===== src/rtl/uart_pkg.sv =====
// -----------------------------------------------------------------------------
// uart_pkg
// Shared definitions for the UART receive and transmit paths:
//   - rx_state_e    : byte receiver FSM encoding (IDLE=0, START=1, DATA=2, STOP=3)
//   - calc_bps_cnt  : system-clock cycles per bit (integer division)
//   - calc_half     : cycles to the middle of the start bit
// -----------------------------------------------------------------------------
package uart_pkg;

  typedef enum logic [1:0] {
    IDLE  = 2'd0,
    START = 2'd1,
    DATA  = 2'd2,
    STOP  = 2'd3
  } rx_state_e;

  function automatic int calc_bps_cnt(input int clk_freq, input int uart_bps);
    return clk_freq / uart_bps;
  endfunction

  function automatic int calc_half(input int bps_cnt);
    return bps_cnt / 2;
  endfunction

endpackage


===== src/rtl/uart_frame_rx_if.sv =====
// -----------------------------------------------------------------------------
// uart_frame_rx_if
// Groups the serial line and the frame-level result of the receiver.
//   rxd        : UART line into the receiver (idle high)
//   rxd_data   : last complete frame, first byte in the top byte
//   rxd_valid  : one-cycle pulse when rxd_data is updated
//   frame_err  : one-cycle pulse when a byte or partial frame is discarded
// Modports:
//   master : the receiver (consumes rxd, drives the frame results)
//   slave  : the host side (drives rxd, consumes the frame results)
// -----------------------------------------------------------------------------
interface uart_frame_rx_if #(
  parameter int FRAME_BYTES = 11
);
  logic                     rxd;
  logic [8*FRAME_BYTES-1:0] rxd_data;
  logic                     rxd_valid;
  logic                     frame_err;

  modport master (
    input  rxd,
    output rxd_data,
    output rxd_valid,
    output frame_err
  );

  modport slave (
    output rxd,
    input  rxd_data,
    input  rxd_valid,
    input  frame_err
  );
endinterface


===== src/rtl/uart_byte_rx.sv =====
// -----------------------------------------------------------------------------
// uart_byte_rx
// Two-flop synchroniser plus 8N1 byte receive FSM.
// Ports:
//   clk, rst_n  : system clock, asynchronous active-low reset
//   rxd         : raw UART line (asynchronous, idle high)
//   byte_data   : last received byte (valid while byte_valid is high)
//   byte_valid  : one-cycle pulse, byte with a good stop bit received
//   byte_err    : one-cycle pulse, stop bit sampled low (byte discarded)
//   rx_idle     : FSM is in IDLE and no start edge is being taken this cycle
// Timing, with t0 the first cycle the synchronised line is seen low:
//   start sample t0+HALF-1, data bit k at t0+HALF-1+BPS_CNT*(k+1),
//   stop sample t0+HALF-1+9*BPS_CNT, byte_valid/byte_err one cycle later.
// -----------------------------------------------------------------------------
module uart_byte_rx
  import uart_pkg::*;
#(
  parameter int CLK_FREQ = 24_000_000,
  parameter int UART_BPS = 460800
) (
  input  logic       clk,
  input  logic       rst_n,
  input  logic       rxd,
  output logic [7:0] byte_data,
  output logic       byte_valid,
  output logic       byte_err,
  output logic       rx_idle
);

  localparam int BPS_CNT = calc_bps_cnt(CLK_FREQ, UART_BPS);
  localparam int HALF    = calc_half(BPS_CNT);
  localparam int CNT_W   = $clog2(BPS_CNT);

  logic             rxd_meta_q, rxd_meta_d;
  logic             rxd_s_q, rxd_s_d;
  logic             rxd_prev_q, rxd_prev_d;
  rx_state_e        state_q, state_d;
  logic [CNT_W-1:0] cnt_q, cnt_d;
  logic [2:0]       bit_idx_q, bit_idx_d;
  logic [7:0]       shift_q, shift_d;
  logic             byte_valid_q, byte_valid_d;
  logic             byte_err_q, byte_err_d;
  logic             start_edge;

  assign start_edge = (state_q == IDLE) && rxd_prev_q && !rxd_s_q;

  always_comb begin
    // NOTE: every signal written here gets a default first, so no branch can leave a latch behind.
    rxd_meta_d   = rxd;
    rxd_s_d      = rxd_meta_q;
    rxd_prev_d   = rxd_s_q;
    state_d      = state_q;
    cnt_d        = cnt_q + 1'b1;
    bit_idx_d    = bit_idx_q;
    shift_d      = shift_q;
    byte_valid_d = 1'b0;
    byte_err_d   = 1'b0;

    unique case (state_q)
      IDLE: begin
        cnt_d = '0;
        if (start_edge) begin
          // The counter holds cycles elapsed since t0, so t0 itself is count 0.
          state_d = START;
          cnt_d   = CNT_W'(1);
        end
      end

      START: begin
        if (cnt_q == CNT_W'(HALF - 1)) begin
          cnt_d     = '0;
          bit_idx_d = '0;
          // A line already back high at mid-start is a glitch, not a byte.
          state_d   = rxd_s_q ? IDLE : DATA;
        end
      end

      DATA: begin
        if (cnt_q == CNT_W'(BPS_CNT - 1)) begin
          cnt_d     = '0;
          shift_d   = {rxd_s_q, shift_q[7:1]};
          bit_idx_d = bit_idx_q + 1'b1;
          if (bit_idx_q == 3'd7) begin
            state_d = STOP;
          end
        end
      end

      STOP: begin
        if (cnt_q == CNT_W'(BPS_CNT - 1)) begin
          cnt_d   = '0;
          // After a bad stop bit IDLE still needs a 1->0 edge to restart,
          // which implicitly waits for the line to return high first.
          state_d = IDLE;
          if (rxd_s_q) begin
            byte_valid_d = 1'b1;
          end else begin
            byte_err_d = 1'b1;
          end
        end
      end

      default: begin
        state_d = IDLE;
        cnt_d   = '0;
      end
    endcase
  end

  always_ff @(posedge clk or negedge rst_n) begin
    if (!rst_n) begin
      rxd_meta_q   <= 1'b1;
      rxd_s_q      <= 1'b1;
      rxd_prev_q   <= 1'b1;
      state_q      <= IDLE;
      cnt_q        <= '0;
      bit_idx_q    <= '0;
      shift_q      <= '0;
      byte_valid_q <= 1'b0;
      byte_err_q   <= 1'b0;
    end else begin
      // NOTE: non-blocking assignments keep every flop sampling pre-edge values, whatever the statement order.
      rxd_meta_q   <= rxd_meta_d;
      rxd_s_q      <= rxd_s_d;
      rxd_prev_q   <= rxd_prev_d;
      state_q      <= state_d;
      cnt_q        <= cnt_d;
      bit_idx_q    <= bit_idx_d;
      shift_q      <= shift_d;
      byte_valid_q <= byte_valid_d;
      byte_err_q   <= byte_err_d;
    end
  end

  assign byte_data  = shift_q;
  assign byte_valid = byte_valid_q;
  assign byte_err   = byte_err_q;
  assign rx_idle    = (state_q == IDLE) && !start_edge;

endmodule


===== src/rtl/uart_frame_rx.sv =====
// -----------------------------------------------------------------------------
// uart_frame_rx
// Receives 8N1 UART bytes and assembles FRAME_BYTES of them into one word.
// Ports:
//   sys_clk, sys_rst_n : system clock, asynchronous active-low reset
//   bus (master)       : rxd in; rxd_data / rxd_valid / frame_err out
// Behaviour:
//   - each good byte shifts into the frame register from the low end, so the
//     first byte of a frame ends up in the top byte of rxd_data
//   - the FRAME_BYTES-th byte loads rxd_data and pulses rxd_valid
//   - a bad stop bit, or an idle gap of TIMEOUT_BITS bit periods inside a
//     frame, drops the partial frame and pulses frame_err
//   - rxd_data only changes on a complete frame
// -----------------------------------------------------------------------------
module uart_frame_rx
  import uart_pkg::*;
#(
  parameter int CLK_FREQ     = 24_000_000,
  parameter int UART_BPS     = 460800,
  parameter int FRAME_BYTES  = 11,
  parameter int TIMEOUT_BITS = 20
) (
  input  logic           sys_clk,
  input  logic           sys_rst_n,
  uart_frame_rx_if.master bus
);

  localparam int BPS_CNT     = calc_bps_cnt(CLK_FREQ, UART_BPS);
  localparam int FW          = 8 * FRAME_BYTES;
  localparam int BC_W        = $clog2(FRAME_BYTES);
  localparam int TIMEOUT_CYC = TIMEOUT_BITS * BPS_CNT;
  localparam int IDLE_W      = $clog2(TIMEOUT_CYC);

  logic [7:0]        byte_data;
  logic              byte_valid;
  logic              byte_err;
  logic              rx_idle;

  logic [FW-1:0]     frame_q, frame_d;
  logic [BC_W-1:0]   byte_cnt_q, byte_cnt_d;
  logic [IDLE_W-1:0] idle_cnt_q, idle_cnt_d;
  logic [FW-1:0]     rxd_data_q, rxd_data_d;
  logic              rxd_valid_q, rxd_valid_d;
  logic              frame_err_q, frame_err_d;

  uart_byte_rx #(
    .CLK_FREQ (CLK_FREQ),
    .UART_BPS (UART_BPS)
  ) u_byte_rx (
    .clk        (sys_clk),
    .rst_n      (sys_rst_n),
    .rxd        (bus.rxd),
    .byte_data  (byte_data),
    .byte_valid (byte_valid),
    .byte_err   (byte_err),
    .rx_idle    (rx_idle)
  );

  always_comb begin
    frame_d     = frame_q;
    byte_cnt_d  = byte_cnt_q;
    idle_cnt_d  = '0;
    rxd_data_d  = rxd_data_q;
    rxd_valid_d = 1'b0;
    frame_err_d = 1'b0;

    // Inter-byte gap watchdog: only runs inside a frame while the line is
    // quiet; any start edge or byte in progress keeps it at zero.
    if (rx_idle && (byte_cnt_q != '0)) begin
      if (idle_cnt_q == IDLE_W'(TIMEOUT_CYC - 1)) begin
        byte_cnt_d  = '0;
        frame_err_d = 1'b1;
      end else begin
        idle_cnt_d = idle_cnt_q + 1'b1;
      end
    end

    // byte_valid/byte_err follow a STOP state, so the watchdog above is at
    // zero in those cycles and cannot fire alongside them.
    if (byte_valid) begin
      frame_d = {frame_q[FW-9:0], byte_data};
      if (byte_cnt_q == BC_W'(FRAME_BYTES - 1)) begin
        rxd_data_d  = frame_d;
        rxd_valid_d = 1'b1;
        byte_cnt_d  = '0;
      end else begin
        byte_cnt_d = byte_cnt_q + 1'b1;
      end
    end else if (byte_err) begin
      byte_cnt_d  = '0;
      frame_err_d = 1'b1;
    end
  end

  always_ff @(posedge sys_clk or negedge sys_rst_n) begin
    if (!sys_rst_n) begin
      // NOTE: the frame and output registers are flops, not RAM, and rxd_data must read 0 from reset, so they are reset too.
      frame_q     <= '0;
      byte_cnt_q  <= '0;
      idle_cnt_q  <= '0;
      rxd_data_q  <= '0;
      rxd_valid_q <= 1'b0;
      frame_err_q <= 1'b0;
    end else begin
      frame_q     <= frame_d;
      byte_cnt_q  <= byte_cnt_d;
      idle_cnt_q  <= idle_cnt_d;
      rxd_data_q  <= rxd_data_d;
      rxd_valid_q <= rxd_valid_d;
      frame_err_q <= frame_err_d;
    end
  end

  assign bus.rxd_data  = rxd_data_q;
  assign bus.rxd_valid = rxd_valid_q;
  assign bus.frame_err = frame_err_q;

endmodule


===== src/flat_wrapper.sv =====
// flat-port wrapper written by rule: the top's interface ports become plain ports
module uart_frame_rx_flat import uart_pkg::*;
#(
  parameter int CLK_FREQ     = 24_000_000,
  parameter int UART_BPS     = 460800,
  parameter int FRAME_BYTES  = 11,
  parameter int TIMEOUT_BITS = 20
)
  (sys_clk, sys_rst_n, bus_rxd, bus_rxd_data, bus_rxd_valid, bus_frame_err);
  uart_frame_rx_if #(.FRAME_BYTES(FRAME_BYTES)) bus_i ();
  input  logic sys_clk;
  input  logic sys_rst_n;
  input wire logic [$bits(bus_i.rxd)-1:0] bus_rxd;
  output wire logic [$bits(bus_i.rxd_data)-1:0] bus_rxd_data;
  output wire logic [$bits(bus_i.rxd_valid)-1:0] bus_rxd_valid;
  output wire logic [$bits(bus_i.frame_err)-1:0] bus_frame_err;
  assign bus_i.rxd = bus_rxd;
  assign bus_rxd_data = bus_i.rxd_data;
  assign bus_rxd_valid = bus_i.rxd_valid;
  assign bus_frame_err = bus_i.frame_err;
  uart_frame_rx #(.CLK_FREQ(CLK_FREQ), .UART_BPS(UART_BPS), .FRAME_BYTES(FRAME_BYTES), .TIMEOUT_BITS(TIMEOUT_BITS)) u_core (.sys_clk(sys_clk), .sys_rst_n(sys_rst_n), .bus(bus_i));
endmodule

===== config.mk =====
export PLATFORM = sky130hd
export DESIGN_NAME = uart_frame_rx_flat
export DESIGN_NICKNAME = d
export VERILOG_FILES = /design/src/rtl/uart_pkg.sv /design/src/rtl/uart_frame_rx_if.sv /design/src/rtl/uart_byte_rx.sv /design/src/rtl/uart_frame_rx.sv /design/src/flat_wrapper.sv
export SDC_FILE = /design/constraint.sdc
export NUM_CORES = 1
export LEC_CHECK = 0
export CAP_MARGIN = 20
export CORE_MARGIN = 2
export CORE_UTILIZATION = 55
export CTS_CLUSTER_SIZE = 16
export DETAILED_ROUTE_END_ITERATION = 6
export GPL_ROUTABILITY_DRIVEN = 1
export PLACE_DENSITY = 0.78
export SETUP_SLACK_MARGIN = 0.15
export SYNTH_ARGS = -nofsm -noshare
export SYNTH_HDL_FRONTEND = slang
export SYNTH_SLANG_ARGS = --single-unit

===== constraint.sdc =====
create_clock -name sys_clk -period 2.5 [get_ports sys_clk]
set_clock_uncertainty 0.05 [all_clocks]
set_input_delay 0.5 -clock sys_clk [delete_from_list [all_inputs] [get_ports sys_clk]]
set_output_delay 0.5 -clock sys_clk [all_outputs]
set_load 0.02 [all_outputs]

Word-level counts from Yosys, hierarchy flattened --
Index checks and enable logic that the tools add are counted.
Cells by class: add/subtract/negate cells 4, equal/unequal tests 13, muxes and demuxes 33, reductions and logical operators 17
Operators with widths (number):
- $mux W11 | 2
- $mux W4 | 5
- $pmux W6 S3 | 1
- $mux W1 | 13
- $mux W2 | 6
- $mux W6 | 2
- $add A11 B1 Y11 const B | 1
- $eq A11 B11 Y1 const B | 1
- $ne A2 B2 Y1 const B | 5
- $pmux W2 S4 | 1
- $add A6 B1 Y6 const B | 1
- $eq A6 B5 Y1 const B | 1
- $eq A6 B6 Y1 const B | 1
- $mux W3 | 2
- $pmux W3 S2 | 1
- $reduce_and A2 Y1 | 3
- $reduce_bool A3 Y1 | 2
- $reduce_and A5 Y1 | 1
- $add A4 B1 Y4 const B | 1
- $eq A2 B2 Y1 const B | 2
- $eq A4 B4 Y1 const B | 1
- $logic_and A1 B1 Y1 | 4
- $reduce_bool A4 Y1 | 1
- $add A3 B1 Y3 const B | 1
- 7 further kinds | 8
Storage, ports and cells: flip-flop bits (word level) 209, bits of input ports 3, output and inout port bits 90, logic and storage cells 82

Longest topological paths before layout --
Gate-level depths: netlist (run 1).
depth after elaboration 9, mapped depth 8

Hierarchy --
Synthesis (run 1) repeated with hierarchy kept, for this count alone.
Second synthesis, totals: cell total of the unflattened synthesis 531, area, all modules 8245.4 µm²
Modules (own cells, without submodules):
- uart_frame_rx | times used 1, cells an instance 444, area each 7178.1 µm², seq. area each 4629.4 µm²
- uart_byte_rx | times used 1, cells an instance 87, area each 1067.3 µm², seq. area each 604.3 µm²

Worst setup path after synthesis (run 1) --
No wires, ideal clock.
path type flip-flop to flip-flop, from reg u_core.u_byte_rx.cnt_q[0], to reg u_core.u_byte_rx.shift_q[0] (netlist: u_core.u_byte_rx.byte_data[0]), library setup time 0.125 ns, arrival time 1.471 ns, required time 2.325 ns, setup slack 0.854 ns, stages on the path, launching flop included 6, cells stage by stage dfrtp_1 ha_1 nand3_2 nor4b_4 buf_6 mux2_2
Between the ends: word-level cells in the longest chain between the ends 2
RTL lines:
- start, declared | line uart_byte_rx.sv:38 | logic [CNT_W-1:0] cnt_q, cnt_d;
- start signal, assigned | line uart_byte_rx.sv:127 | cnt_q <= cnt_d;
- $eq A6 B6 Y1 | line uart_byte_rx.sv:79 | if (cnt_q == CNT_W'(BPS_CNT - 1)) begin
- $reduce_and A2 Y1 (no source line)
- end signal, assigned | line uart_byte_rx.sv:129 | shift_q <= shift_d;
- end, declared | line uart_byte_rx.sv:40 | logic [7:0] shift_q, shift_d;
Every way passes these cells. A chain may end at the register's enable or synchronous reset.

Final worst setup path (run 1) --
from reg u_core.u_byte_rx.cnt_q[0], to reg u_core.u_byte_rx.bit_idx_q[0]
Between the ends: word-level cells in the longest chain between the ends 3, elaborated cells between the ends (all ways) 5
RTL lines:
- $eq A6 B6 Y1 / $eq A6 B5 Y1 (equally long branches) | line uart_byte_rx.sv:79, uart_byte_rx.sv:70
- $ne A2 B2 Y1 (no source line)
- $reduce_and A3 Y1 (no source line) *
- end signal, assigned | line uart_byte_rx.sv:128 | bit_idx_q <= bit_idx_d;
- end, declared | line uart_byte_rx.sv:39 | logic [2:0] bit_idx_q, bit_idx_d;
Every way passes the cells marked *; elsewhere a longest branch is shown, timed or not.

==> results.yml, run 1 <==
critical_path:
  slowest_delay_ns: 0.65
  cp_cell_sequence: "ha_1 > nand3_2 > nor4b_4 > a31oi_1 > mux2_2"
  cp_data_arrival_time_ns: 2.37
  end_kind: "flip-flop"
  cp_slowest_cell: "nor4b_4"
  worstPathRequired_ns: 2.81
  path_buf_inv: 0
  startpoint_type: "flip-flop"
  cp_max_fo: 12
  crit_type: "flip-flop to flip-flop"
  crit_family: "simple AND/OR/NAND/NOR gates"
timing:
  max_freq_mhz: 487
  slew_headroom_pct: 54.5
  tns_ns: 0
  worstMarginPinSlew_ns: 0.679
  drv_slew: 0
  rsz0062_at_grt: "false"
  min_period_over_period_pct: 82.2
  setup_viol: 0
  timing.final.hold_violations: 0
  fin_ws_ns: 0.445
  finalWorstPathRequiredPeriod_ns: 2.05
clock_network:
  clockBufferDepth: 3
  clock_latency_ns: 0.48
  clkTransAtPathRegs_ns: 0.06
  ctsHtreeMaxLevel: 1
  cts_root_buf: "clkbuf_16"
  clock-sinks: 209
  cts_buffers: 20
  cts_tree: "done"
die:
  pin_count: 93
  die_x_um: 126
  design.core.area_mm2: 0.0145
  initial_utilization_pct: 56.2
  num_rows: 44
  design.die.area_mm2: 0.0158
  die-height_um: 126
synthesis:
  syn_inst: 703
  syn_area_mm2: 0.00814
  ys.warnings.count: 0
  ys_ff_latch: 209
  async_reset_ff_share_pct: 100
  synth-edff-count: 0
  synth_cell_type_count: 42
  syn_nets: 714
  synth_ff_type: "dfrtp_1"
  syn_avg_cell_area_um2: 11.6
  ys_seq_area_share_pct: 64.3
detailed_routing:
  drt_iter0_drc: 380
  antenna_left: 0
  wl_per_cell_um: 16.2
  drtPass1Iterations: 4
  viasPerCell: 5.30
  wirelength_mm: 16.1
  drc: 0
  dr_total_vias: 5263
cells_and_area:
  finalNonFillerCells: 993
  area_delta_synth_final_pct: 22.2
  nets: 807
  drive_gt1_share_pct: 17.7
  antennaDiodeCount: 0
pwr:
  p_leak_nw: 5.12
  powerDensity_mw_per_mm2: 666
  max-vdd-ir-drop_mv: 0.494
global_routing:
  grt_max_degree: 89
  antenna_found_initial: 0
  track_usage_pct: 21.0
  grt_pass1_wl_mm: 27.4
  grt_pass1_vias: 5514
  overflow: 0
place:
  pre_cts_ws_ns: 0.461
  placed_cells: 957
  dp_hpwl_mm: 10.5
  place_congestion: 0.831
  port_buffers: 92
hold_path:
  hold_class: "flip-flop to flip-flop"
flow_run:
  max_cap_viol_count: 0
run_status:
  status: "completed"
-- cell usage after synthesis, drive strengths merged, types with 2 or more instances --
master,number,area share (%)
nand2b,2,0.25
nand2,272,13
nand3b,4,0.37
nor4b,3,0.69
xnor2,10,1.1
nor2,22,1.0
a31oi,3,0.23
xor2,3,0.32
mux2,90,12
dfstp,3,0.97
nor3,7,0.43
inv,12,0.55
o211ai,2,0.18
ha,8,1.2
dfrtp,206,63
nand3,10,0.68
buf,23,1.6
clkbuf,7,0.32
-- cells in the final DEF, fill, tap and decap left out, types with 2 or more instances in the layout --
cell type	count
a31oi_1	3
buf_12	6
buf_4	2
clkbuf_1	5
clkbuf_16	21
clkbuf_8	5
clkdlybuf4s50_1	91
clkinv_2	4
dfrtp_1	205
dfstp_2	3
ha_1	8
inv_1	10
inv_2	2
mux2_2	89
nand2_1	271
nand3_1	9
nand3b_1	4
nor2_1	22
nor3_1	7
nor4b_4	2
o211ai_1	2
xnor2_1	10
xor2_1	3
-- per-stage QoR --
stage	total power, mW	utilization [%]	instance area (um2)	hold WS, ns
floorplan	3.63	-	8140	0.154
global placement	3.72	64.2	9290	0.297
detailed placement	3.74	64.2	9290	0.297
CTS	6.67	68.7	9950	0.306
global route	6.84	68.7	9950	0.315
finish	6.62	68.7	9950	0.306
-- path summary, 6_finish.rpt --
check	endpoint	startpoint	cells past startpoint	slack [ns]
max in group asynchronous	u_core.u_byte_rx.rxd_prev_d$_DFF_PN1_	sys_rst_n	3	1.16
min reg2reg	u_core.u_byte_rx.rxd_prev_d$_DFF_PN1_	u_core.u_byte_rx.rxd_meta_q$_DFF_PN1_	0	0.31
min in group asynchronous	u_core.bus.rxd_data[78]$_DFFE_PN0P_	sys_rst_n	2	0.53
max reg2reg	u_core.u_byte_rx.bit_idx_q[0]$_DFFE_PN0P_	u_core.u_byte_rx.cnt_q[0]$_DFF_PN0_	5	0.45
max	u_core.u_byte_rx.bit_idx_q[0]$_DFFE_PN0P_	u_core.u_byte_rx.cnt_q[0]$_DFF_PN0_	5	0.45
min	u_core.u_byte_rx.rxd_prev_d$_DFF_PN1_	u_core.u_byte_rx.rxd_meta_q$_DFF_PN1_	0	0.31
-- flip-flops by register name, summed over array words and instances (netlist names), 3 cells and up, named ones only --
signal,cells
u_core.u_byte_rx.byte_data,8
u_core.bus.rxd_data,88
u_core.u_byte_rx.cnt_q,6
u_core.byte_cnt_q,4
u_core.idle_cnt_q,11
u_core.u_byte_rx.bit_idx_q,3
u_core.frame_q,80
-- area by class of cell --
class	count	area, um2
Fill cell	1025	4530
Inverter	12	45.0
Sequential cell	209	5240
Timing Repair Buffer	101	1070
Tap cell	184	230
Multi-Input combinational cell	452	2720
Clock inverter	5	50.0
Clock buffer	30	599
-- report_power, final --
part	leakage [nW]	internal [mW]	switching (mW)
sequential	2.91	3.41	0.0475
combinational	1.89	0.0848	0.130
clock	0.323	1.76	1.19
total	5.12	5.26	1.37
-- cell families after synthesis --
kind of cell | share of synthesized area (%)
AO/OA/AOI/OAI | 1.48
buffers and inverters | 2.43
multiplexers | 12.5
XOR/XNOR | 1.40
adder cells (fa/ha/maj) | 1.23
AND/OR/NAND/NOR | 16.7
flip-flops | 64.3
-- routing by layer --
metal	track usage (%)	part of all wire, %	up-vias
met5	0	0	-
met4	5.29	1.6	0
met3	2.89	3.7	21
met2	36.4	51	119
met1	28.4	43	2654
li1	-	-	2469
-- repair_timing --
action,in CTS,in global routing
resized for setup,0,0
setup buffers,0,0
hold buffers,1,0
hold endpoints to repair,61,0
No activity file was read; power rests on OpenSTA's default activity.
==> run 2, diff against run 1 <==
clock period = 1.95 ns   (was 2.5 ns; I/O delays follow)
==> run 2 against run 1 <==
Power is 29% higher. Count of clock-buffer cells in the layout shrank 2. Highest routed layer unchanged. Critical path type unchanged. Cell count up 1.3%. Worst setup slack worse by 0.26 ns. Largest cell class unchanged.
==> results.yml, run 2 (synthesized netlist as in run 1, its figures left out) <==
pwr:
  p_comb_share_pct: 4.1
  p_total_mw: 8.52
  p_leak_nw: 5.62
  p_int_mw: 6.72
  seq_power_share_pct: 52.2
  pwr-share-clk_pct: 43.8
  p_sw_share_pct: 21.2
  max-vdd-ir-drop_mv: 0.599
  p_switching_mw: 1.80
  powerDensity_mw_per_mm2: 856
clock_network:
  cts_buffers: 21
  ctsHtreeMaxLevel: 1
  clockBufferDepth: 3
  clkTransAtPathRegs_ns: 0.06
  cts_root_buf: "clkbuf_16"
  cts_tree: "done"
  clock_latency_ns: 0.47
  clock-sinks: 209
detailed_routing:
  antenna_left: 0
  wl_per_cell_um: 16.7
  dr_total_vias: 5345
  viasPerCell: 5.31
  drtPass1Iterations: 4
  top_layer: "met4"
  drc: 0
  drt_iter0_drc: 288
  wirelength_mm: 16.8
  m1WireLength_mm: 7.28
  dr_wl_met2_mm: 8.51
  wl_met3_um: 591
critical_path:
  end_kind: "flip-flop"
  cp_data_arrival_time_ns: 2.07
  startpoint_type: "flip-flop"
  cp-startpoint: "u_core.u_byte_rx.cnt_q[0]$_DFF_PN0_"
  crit_type: "flip-flop to flip-flop"
  cp_max_fo: 4
  endpoint: "u_core.u_byte_rx.byte_data[4]$_DFFE_PN0P_"
  rr_endpoint: "u_core.u_byte_rx.byte_data[4]$_DFFE_PN0P_"
  worstPathRequired_ns: 2.26
  r2r-start: "u_core.u_byte_rx.cnt_q[0]$_DFF_PN0_"
  rrSetupSlack_ns: 0.19
  r2r_cells: 5
timing:
  setup_viol: 0
  tns_ns: 0
  min_period_over_period_pct: 90.4
  drv_slew: 0
  timing.final.hold_violations: 0
  rsz0062_at_grt: "false"
  worstMarginPinSlew_ns: 0.528
  finalWorstPathRequiredPeriod_ns: 1.76
  max_freq_mhz: 568
  slew_headroom_pct: 64.8
cells_and_area:
  layout_common_cells: "nand2_1 (270), dfrtp_1 (205), dlygate4sd2_1 (90)"
  drive_gt1_share_pct: 19.3
  final_common_cell: "nand2_1"
  finalNonFillerCells: 1006
  fillers: 1051
  largest_reg_flops: 88
  nets: 821
  antennaDiodeCount: 0
  finish.utilization_pct: 68.7
  area_delta_synth_final_pct: 22.3
run_status:
  status: "completed"
die:
  die-height_um: 126
  num_rows: 44
  initial_utilization_pct: 56.2
  design.die.area_mm2: 0.0158
  design.core.area_mm2: 0.0145
  pin_count: 93
  die_x_um: 126
global_routing:
  track_usage_pct: 21.6
  overflow: 0
  grt_pass1_vias: 5628
  grt_max_degree: 63
  antenna_found_initial: 0
  grt_pass1_wl_mm: 28.2
place:
  placed_cells: 964
  port_buffers: 92
  place_congestion: 0.817
  dp_hpwl_mm: 10.9
flow_run:
  max_cap_viol_count: 0
hold_path:
  hold_class: "input pin to flip-flop"
run 2: changes by cell type in the layout (fill, tap and decap cells not counted):
cell             before  now
buf_4                 2   14
nand2_2               1    2
clkdlybuf4s50_1      91    1
dlygate4sd2_1         0   90
clkinv_4              0    1
buf_6                 0    1
ha_4                  0    1
nand2_1             271  270
ha_1                  8    7
clkinv_2              4    5
nand3_1               9    8
nand3_4               0    1
clkbuf_8              5    3
run 2: worst max-delay path, cell delays in order, from the launching register on:
cell and delay (ns):
dfrtp_1 0.42, ha_4 0.17, nand3_4 0.07, nor4b_4 0.40, buf_4 0.21, mux2_2 0.32
run 2: power by group through the flow:
stage	Clock (mW)	Sequential, mW	Combinational (mW)
2_1_floorplan	0	4.48	0.174
3_3_place_gp	0	4.51	0.275
3_5_place_dp	0	4.51	0.295
4_1_cts	3.80	4.43	0.299
5_1_grt	3.99	4.45	0.387
6_report	3.73	4.45	0.347
run 2: final cells by class:
cell class	count	area [um2]	area share (%)
inverter	12	45.0	0.453
tap	184	230	2.31
timing repair buffer	114	1060	10.6
clock buffer	28	572	5.75
sequential	209	5240	52.6
multi-input combinational	452	2750	27.6
clock inverter	7	63.8	0.641
run 2: timing repair:
item	in CTS	in global routing
buffers inserted	1	4
endpoints found under the setup margin	98	22
hold endpoints to repair	54	0
hold buffers	1	0
gates resized for setup	92	5
pin swaps	1	2
cloned	0	1
run 2: how the worst min path moves through the flow:
stage	from	endpoint	depth (start not counted)
6_report	bus_rxd	u_core.u_byte_rx.rxd_meta_q$_DFF_PN1_	1
3_5_place_dp	u_core.u_byte_rx.rxd_meta_q$_DFF_PN1_	u_core.u_byte_rx.rxd_prev_d$_DFF_PN1_	0
2_1_floorplan	sys_rst_n	asynchronous set/reset pin	0
5_1_grt	bus_rxd	u_core.u_byte_rx.rxd_meta_q$_DFF_PN1_	1
4_1_cts	bus_rxd	u_core.u_byte_rx.rxd_meta_q$_DFF_PN1_	1
3_3_place_gp	u_core.u_byte_rx.rxd_meta_q$_DFF_PN1_	u_core.u_byte_rx.rxd_prev_d$_DFF_PN1_	0
run 2: through the flow:
step | area, um2 | setup WS [ns] | hold WS, ns
finish | 9950 | 0.188 | 0.269
global route | 9950 | 0.116 | 0.290
CTS | 9890 | 0.143 | 0.263
detailed placement | 9340 | 0.102 | 0.297
global placement | 9340 | 0.202 | 0.297
floorplan | 8140 | 0.304 | 0.0444
run 2: per-layer routing:
metal  global-route usage [%]  vias up
met3                     2.89       33
met2                     37.3      125
met4                     5.95        0
met5                        0        -
met1                     29.1     2685
li1                         -     2502
